`config.mk`:
```
export PLATFORM = sky130hd
export DESIGN_NAME = alu_arbiter
export DESIGN_NICKNAME = d
export VERILOG_FILES = /design/src/rtl/alu_arbiter.sv
export SDC_FILE = /design/constraint.sdc
export NUM_CORES = 1
export LEC_CHECK = 0
export CORE_MARGIN = 2
export CORE_UTILIZATION = 45
export DETAILED_ROUTE_END_ITERATION = 10
export HOLD_SLACK_MARGIN = 0.05
export PLACE_DENSITY = 0.82
export SETUP_SLACK_MARGIN = 0.02
export SLEW_MARGIN = 10
export SYNTH_ARGS = -nofsm -noshare
export SYNTH_HDL_FRONTEND = slang
export SYNTH_SLANG_ARGS = --single-unit
export TNS_END_PERCENT = 20
```
`constraint.sdc`:
```
create_clock -name clk -period 2.2 [get_ports clk]
set_input_delay 0.44 -clock clk [delete_from_list [all_inputs] [get_ports clk]]
set_output_delay 0.44 -clock clk [all_outputs]
set_load 0.005 [all_outputs]
```
`src/rtl/alu_arbiter.sv`:
```
// Two-requester front end for one shared combinational ALU: picks a requester, registers its
// operands onto the ALU, and captures result and flags into that requester's response buffer.
module alu_arbiter #(
  parameter int WIDTH = 4,
  parameter bit RR_EN = 1'b1
) (
  input  logic             clk,
  input  logic             rst,
  input  logic             req0_valid,
  output logic             req0_ready,
  input  logic [2:0]       req0_op,
  input  logic [WIDTH-1:0] req0_a,
  input  logic [WIDTH-1:0] req0_b,
  input  logic             req1_valid,
  output logic             req1_ready,
  input  logic [2:0]       req1_op,
  input  logic [WIDTH-1:0] req1_a,
  input  logic [WIDTH-1:0] req1_b,
  output logic             rsp0_valid,
  input  logic             rsp0_ready,
  output logic [WIDTH-1:0] rsp0_res,
  output logic [2:0]       rsp0_flags,
  output logic             rsp1_valid,
  input  logic             rsp1_ready,
  output logic [WIDTH-1:0] rsp1_res,
  output logic [2:0]       rsp1_flags,
  output logic [2:0]       alu_fnselec,
  output logic [WIDTH-1:0] alu_a,
  output logic [WIDTH-1:0] alu_b,
  input  logic [WIDTH-1:0] alu_res,
  input  logic             alu_zero,
  input  logic             alu_overflow,
  input  logic             alu_carry,
  output logic             busy
);

  typedef enum logic {IDLE, EXEC} state_t;

  state_t     state, state_nxt;
  logic       last_grant;
  logic       owner;
  logic       grant;
  logic       elig0, elig1;
  logic       accept;
  logic [2:0] alu_flags;

  // A requester whose response buffer is still full cannot be granted, which is what
  // keeps a fill and a drain of the same buffer from landing on one edge.
  assign elig0 = req0_valid & ~rsp0_valid;
  assign elig1 = req1_valid & ~rsp1_valid;

  always_comb begin
    // NOTE: grant gets a default first so every path assigns it and no latch is inferred.
    grant = 1'b0;
    if (elig0 && elig1) begin
      grant = RR_EN ? ~last_grant : 1'b0;
    end else if (elig1) begin
      grant = 1'b1;
    end
  end

  assign req0_ready = (state == IDLE) & elig0 & ~grant;
  assign req1_ready = (state == IDLE) & elig1 &  grant;
  // Ready is only ever raised for a valid requester, so either ready implies an accept.
  assign accept     = req0_ready | req1_ready;
  assign busy       = (state == EXEC);
  assign alu_flags  = {alu_carry, alu_overflow, alu_zero};

  always_comb begin
    state_nxt = state;
    case (state)
      IDLE:    if (accept) state_nxt = EXEC;
      EXEC:    state_nxt = IDLE;
      default: state_nxt = IDLE;
    endcase
  end

  // NOTE: sequential state uses non-blocking assignments so every flop samples pre-edge values.
  always_ff @(posedge clk or posedge rst) begin
    if (rst) begin
      state       <= IDLE;
      last_grant  <= 1'b1;
      owner       <= 1'b0;
      alu_fnselec <= '0;
      alu_a       <= '0;
      alu_b       <= '0;
    end else begin
      state <= state_nxt;
      if (accept) begin
        owner       <= grant;
        last_grant  <= grant;
        alu_fnselec <= grant ? req1_op : req0_op;
        alu_a       <= grant ? req1_a  : req0_a;
        alu_b       <= grant ? req1_b  : req0_b;
      end
    end
  end

  always_ff @(posedge clk or posedge rst) begin
    if (rst) begin
      rsp0_valid <= 1'b0;
      rsp0_res   <= '0;
      rsp0_flags <= '0;
    end else if (busy && !owner) begin
      rsp0_valid <= 1'b1;
      rsp0_res   <= alu_res;
      rsp0_flags <= alu_flags;
    end else if (rsp0_valid && rsp0_ready) begin
      rsp0_valid <= 1'b0;
    end
  end

  always_ff @(posedge clk or posedge rst) begin
    if (rst) begin
      rsp1_valid <= 1'b0;
      rsp1_res   <= '0;
      rsp1_flags <= '0;
    end else if (busy && owner) begin
      rsp1_valid <= 1'b1;
      rsp1_res   <= alu_res;
      rsp1_flags <= alu_flags;
    end else if (rsp1_valid && rsp1_ready) begin
      rsp1_valid <= 1'b0;
    end
  end

endmodule

```
==> flow_summary.ini, run 1 <==
[run_status]
status = completed

[floorplan]
rows = 21
core_sq_um = 3310
die_area_sq_um = 3900
start_util_pct = 46.4
die_w_um = 62.4
io_pins = 65
die_y_um = 62.4

[placed_design]
place_area_sq_um = 2230
hpwl_mm = 2.78
routabilityCongestion = 0.760
portBuffers = 64

[synth]
ys_seq_area_share_pct = 48.9
synth_area_leaders = dfrtp_1, a2bb2oi_2, mux2_2
yosysTopAreaCell = dfrtp_1
synth_fp_nets = 153
syn_avg_cell_area_sq_um = 13.0
ys_seq_elements = 30
synth_area_sq_um = 1540
syn_inst = 118
synth_warnings = 0
synth.distinct_cells = 26
synth_top_area_share_pct = 47.2

[setup_path]
cp_data_required_time_ns = 1.76
cp_max_fo = 10
start_kind = register
path_class = register to output pin
endpoint_kind = output pin
worstPathArrival_ns = 1.61
reg2reg_slack_ns = 0.65

[sta]
finalSetupViolCount = 0
hold_viol_final = 0
drv_slew = 0
rsz0062_at_grt = false
fin_crit_ns = 2.05
worst_slew_pin_slew_ns = 0.454
maxSlewHeadroom_pct = 69.7
post-route-period-util_pct = 93.3
holdWs_ns = 0.459
fin_skew_ns = 0.0120
fmax_mhz = 487

[final_layout]
nets = 223
area_growth_syn_to_layout_pct = 49.3
layout-drive-gt1-share_pct = 24.3
fillers = 270
finalCoreUtilization_pct = 69.3
final_area_sq_um = 2290
n_antenna_cell = 0

[clocking]
cts_buffer_depth = 2
cts.reportedPaths.clkPinSlew_ns = 0.11
cts.sinks = 30
htree_levels = 2
cts_tree = yes
cts_made_buffers = 5
root_buffer = clkbuf_4
post_cts_buffers = 0
clk_latency_ns = 0.34

[flow_run]
drv_cap = 0

[global_routing]
grt_overflow = 0
antenna_found_initial = 0
grt_pass1_wl_mm = 6.58
grt_max_degree = 31
grt_use_total_pct = 21.9
grt_pass1_vias = 1340

[routing]
drt_pass1_iterations = 4
post_drt_wl_per_cell_um = 16.3
dr_total_vias = 1259
via_per_inst = 5.36
ant_nets = 0
drcViolationCount = 0
drt-initial-drc-count = 36
totalWireLength_mm = 3.82

[pwr]
powerDensity_nw_per_um2 = 1320
p_leak_nw = 0.977
ir_drop_mv = 0.727

[worst_hold_path]
hp-class = primary input to async pin
metrics by stage:
stage	TNS (ns)	power [mW]	setup WS, ns	std cells
final	0	3.02	0.147	235
after global routing	0	3.23	0.0940	235
after CTS	0	3.05	0.136	235
after detailed placement	-0.169	2.69	-0.149	227
after global placement	-0.160	2.63	-0.139	227
after floorplan	0	1.93	0.665	118
state kept, by name, indices dropped and copies added, names as in the netlist, 3 cells and up:
register / cells
alu_a: 4
alu_b: 4
rsp0_res: 4
rsp1_res: 4
alu_fnselec: 3
rsp0_flags: 3
rsp1_flags: 3
Yosys cell counts (all sizes together):
| library cell | instances |
|---|---|
| nor2 | 1 |
| mux2 | 14 |
| o21ai | 12 |
| nor2b | 1 |
| a221oi | 11 |
| nor3 | 2 |
| buf | 10 |
| clkinv | 1 |
| nand3b | 1 |
| dfstp | 1 |
| a21o | 4 |
| inv | 3 |
| nand2 | 1 |
| and3b | 12 |
| nand2b | 2 |
| a2bb2oi | 11 |
| dfrtp | 29 |
| clkbuf | 2 |
logic make-up (layout without fill, tap and decap cells):
| family | count (synthesis) | after routing | synth area share, % |
|---|---|---|---|
| compound gates | 38 | 38 | 23.0 |
| buf+inv | 16 | 87 | 6.84 |
| mux | 14 | 14 | 10.3 |
| simple gates | 20 | 20 | 11.0 |
| flops | 30 | 30 | 48.9 |
report_power, final:
part           total, mW  switching (mW)  internal [mW]  leakage, nW
registers           1.03           0.186          0.841        0.347
logic               1.63           0.587           1.05        0.596
clock network      0.356           0.203          0.153       0.0343
total               3.02           0.975           2.04        0.977
worst paths after layout:
kind	cells after the start	end	startpoint
max	2	busy	busy
min	3	rsp0_res[2]	rst
max reg2reg	3	alu_a[3]	last_grant
min reg2reg	1	rsp0_flags[0]	rsp0_flags[0]
max in group asynchronous	3	last_grant	rst
min in group clk	1	rsp0_flags[0]	rsp0_flags[0]
area by class of cell:
class	instances	area, sq um	area share, %
Sequential cell	30	752	32.8
Timing Repair Buffer	75	721	31.4
Tap cell	46	57.6	2.51
Inverter	4	20.0	0.872
Multi-Input combinational cell	72	681	29.7
Clock inverter	2	12.5	0.545
Clock buffer	6	51.3	2.24
critical path: stages, from the launching register on:
cell and delay (ns):
dfrtp_1 0.52, buf_4 0.24, clkdlybuf4s50_1 0.51
placed cells by master (no fill, tap or decap), types with 2 or more instances in the layout:
master / instances
buf_4: 11
mux2_1: 4
inv_1: 3
clkbuf_4: 5
and3b_1: 11
dfrtp_1: 29
dlygate4sd2_1: 2
clkdlybuf4s50_1: 62
mux2_2: 10
a2bb2oi_2: 9
nand2b_4: 2
a221oi_1: 10
a2bb2oi_1: 2
o21ai_0: 11
a21o_1: 3
routing by layer:
| metal | vias up | global-route usage, % | share of wire [%] |
|---|---|---|---|
| li1 | 586 | - | - |
| met1 | 609 | 25.4 | 39 |
| met2 | 60 | 35.2 | 49 |
| met3 | 4 | 9.19 | 11 |
| met4 | 0 | 10.0 | 0.65 |
| met5 | - | 0 | 0 |
what timing repair did:
action                     in CTS  in global routing
setup endpoints to repair       2                  0
resized for setup               3                  0
hold buffers                    0                  0
(Power assumes the default switching activity.)
==> run 2: changes to the inputs <==
--- a/config.mk
+++ b/config.mk
@@ -6,10 +6,11 @@
 export NUM_CORES = 1
 export LEC_CHECK = 0
 export CORE_MARGIN = 2
-export CORE_UTILIZATION = 45
+export CORE_UTILIZATION = 60
 export DETAILED_ROUTE_END_ITERATION = 10
+export DONT_BUFFER_PORTS = 1
 export HOLD_SLACK_MARGIN = 0.05
-export PLACE_DENSITY = 0.82
+export PLACE_DENSITY = 0.74
 export SETUP_SLACK_MARGIN = 0.02
 export SLEW_MARGIN = 10
 export SYNTH_ARGS = -nofsm -noshare
==> run 2 against run 1 <==
Against the previous run:
- cell count decreased by 37%
- register-to-register slack better by 0.02 ns
- combinational power decreased by 42%
- setup slack better by 0.14 ns
- global-route usage rose by 1.1 points
- largest cell class unchanged
==> flow_summary.ini, run 2 (same netlist as run 1, synthesis figures left out) <==
[run_status]
status = completed

[final_layout]
layout_commonest_cell = dfrtp_1
layout-drive-gt1-share_pct = 32.8
fillers = 193
final_cell_mix = dfrtp_1, o21ai_0, and3b_1
nets = 153
area_growth_syn_to_layout_pct = 3.75
finalCoreUtilization_pct = 64.9
n_antenna_cell = 0

[sta]
finalSetupViolCount = 0
worst_slew_pin_slew_ns = 0.488
fmax_mhz = 524
fin_crit_ns = 1.91
tns_ns = 0
hold_viol_final = 0
drv_slew = 0
rsz0062_at_grt = false
maxSlewHeadroom_pct = 67.4
fin_skew_ns = 0.00838
post-route-period-util_pct = 86.8

[setup_path]
cp_max_fo = 13
crit_chain = and3b_2, nor2_1, nor3_1
reg2regPathDepth = 3
critPathMaxStageDelay_ns = 0.54
r2r-start = last_grant
reg2reg_to = alu_a[0]
worstPathArrival_ns = 1.47
reg2reg_slack_ns = 0.67
slowest_stage = dfstp_2
path_class = register to output pin
cp_data_required_time_ns = 1.76
crit_end = req0_ready
endpoint_kind = output pin
start_kind = register
startpoint = last_grant
crit_family = simple AND/OR/NAND/NOR gates
crit_buf_inv = 0
path_depth = 3

[pwr]
p_leak_nw = 0.689
powerDensity_nw_per_um2 = 1500
ir_drop_mv = 0.993

[floorplan]
die_w_um = 54.6
rows = 18
die_area_sq_um = 2980
core_sq_um = 2450
io_pins = 65
start_util_pct = 62.6
die_y_um = 54.6

[clocking]
cts_tree = yes
htree_levels = 2
clk_latency_ns = 0.34
cts_made_buffers = 5
cts_buffer_depth = 2
cts.reportedPaths.clkPinSlew_ns = 0.10
post_cts_buffers = 0
root_buffer = clkbuf_4
cts.sinks = 30

[routing]
drcViolationCount = 0
dr_total_vias = 971
ant_nets = 0
drt_pass1_iterations = 4
via_per_inst = 6.52
totalWireLength_mm = 3.07
post_drt_wl_per_cell_um = 20.6
drt-initial-drc-count = 16

[global_routing]
grt_pass1_vias = 1047
grt_pass1_wl_mm = 4.71
antenna_found_initial = 0
grt_overflow = 0
grt_use_total_pct = 23.0
grt_max_degree = 26

[flow_run]
drv_cap = 0

[placed_design]
portBuffers = 0
routabilityCongestion = 0.792
hpwl_mm = 2.17

[worst_hold_path]
hp-class = primary input to register
==> run 2: cell count changes in the layout (fill, tap and decap cells not counted) <==
cell,change
dlygate4sd3_1,+1
buf_4,-7
dlygate4sd2_1,-2
clkdlybuf4s50_1,-62
==> run 2: routing by layer <==
| metal | share of wire, % | track usage [%] | up-vias |
|---|---|---|---|
| met5 | 0 | 0 | - |
| met4 | 1.7 | 9.17 | 0 |
| met3 | 11 | 12.0 | 6 |
| met2 | 50 | 36.9 | 54 |
| met1 | 37 | 25.6 | 470 |
| li1 | - | - | 441 |
==> run 2: cell type report <==
cell class	count	area, sq um	area share, %
Timing Repair Buffer	5	40.0	2.51
Inverter	4	20.0	1.26
Multi-Input combinational cell	72	681	42.7
Clock inverter	2	12.5	0.785
Clock buffer	6	51.3	3.22
Tap cell	30	37.5	2.35
Sequential cell	30	752	47.2
==> run 2: metrics by stage <==
| step | setup slack [ns] | cells | hold slack [ns] | power, mW | area, sq um |
|---|---|---|---|---|---|
| after detailed placement | 0.536 | 140 | 0.342 | 2.06 | 1520 |
| after global placement | 0.569 | 140 | 0.337 | 2.01 | 1520 |
| after global routing | 0.158 | 149 | 0.180 | 2.57 | 1590 |
| final | 0.290 | 149 | 0.183 | 2.40 | 1590 |
| after floorplan | 0.665 | 118 | 0.472 | 1.93 | 1540 |
| after CTS | 0.167 | 149 | 0.178 | 2.41 | 1590 |
==> run 2: worst min-delay path by stage <==
| stage | slack (ns) | from | cells past startpoint | to |
|---|---|---|---|---|
| 6_report | 0.18 | rsp1_ready | 1 | rsp1_valid |
| 2_1_floorplan | 0.47 | owner | 1 | owner |
| 3_3_place_gp | 0.34 | rst | 1 | alu_fnselec[2] |
| 3_5_place_dp | 0.34 | rst | 1 | alu_b[1] |
| 5_1_grt | 0.18 | rsp1_ready | 1 | rsp1_valid |
| 4_1_cts | 0.18 | rsp1_ready | 1 | rsp1_valid |
==> run 2: worst reg2reg max path, delay by kind of cell (launching register included) <==
| kind | cells | cell delay (ns) |
|---|---|---|
| AND/OR/NAND/NOR | 1 | 0.35 |
| AO/OA/AOI/OAI | 2 | 0.53 |
| flip-flops | 1 | 0.54 |
==> run 2: what timing repair did <==
item,in CTS,in global routing
endpoints found under the hold margin,10,0
setup endpoints to repair,0,1
hold buffers,1,0
resized for setup,0,1
==> run 2: where the power goes <==
part           internal [mW]  total [mW]  switching (mW)
clock                  0.153       0.357           0.204
sequential             0.842        1.10           0.256
combinational          0.535       0.943           0.408
total                   1.53        2.40           0.868
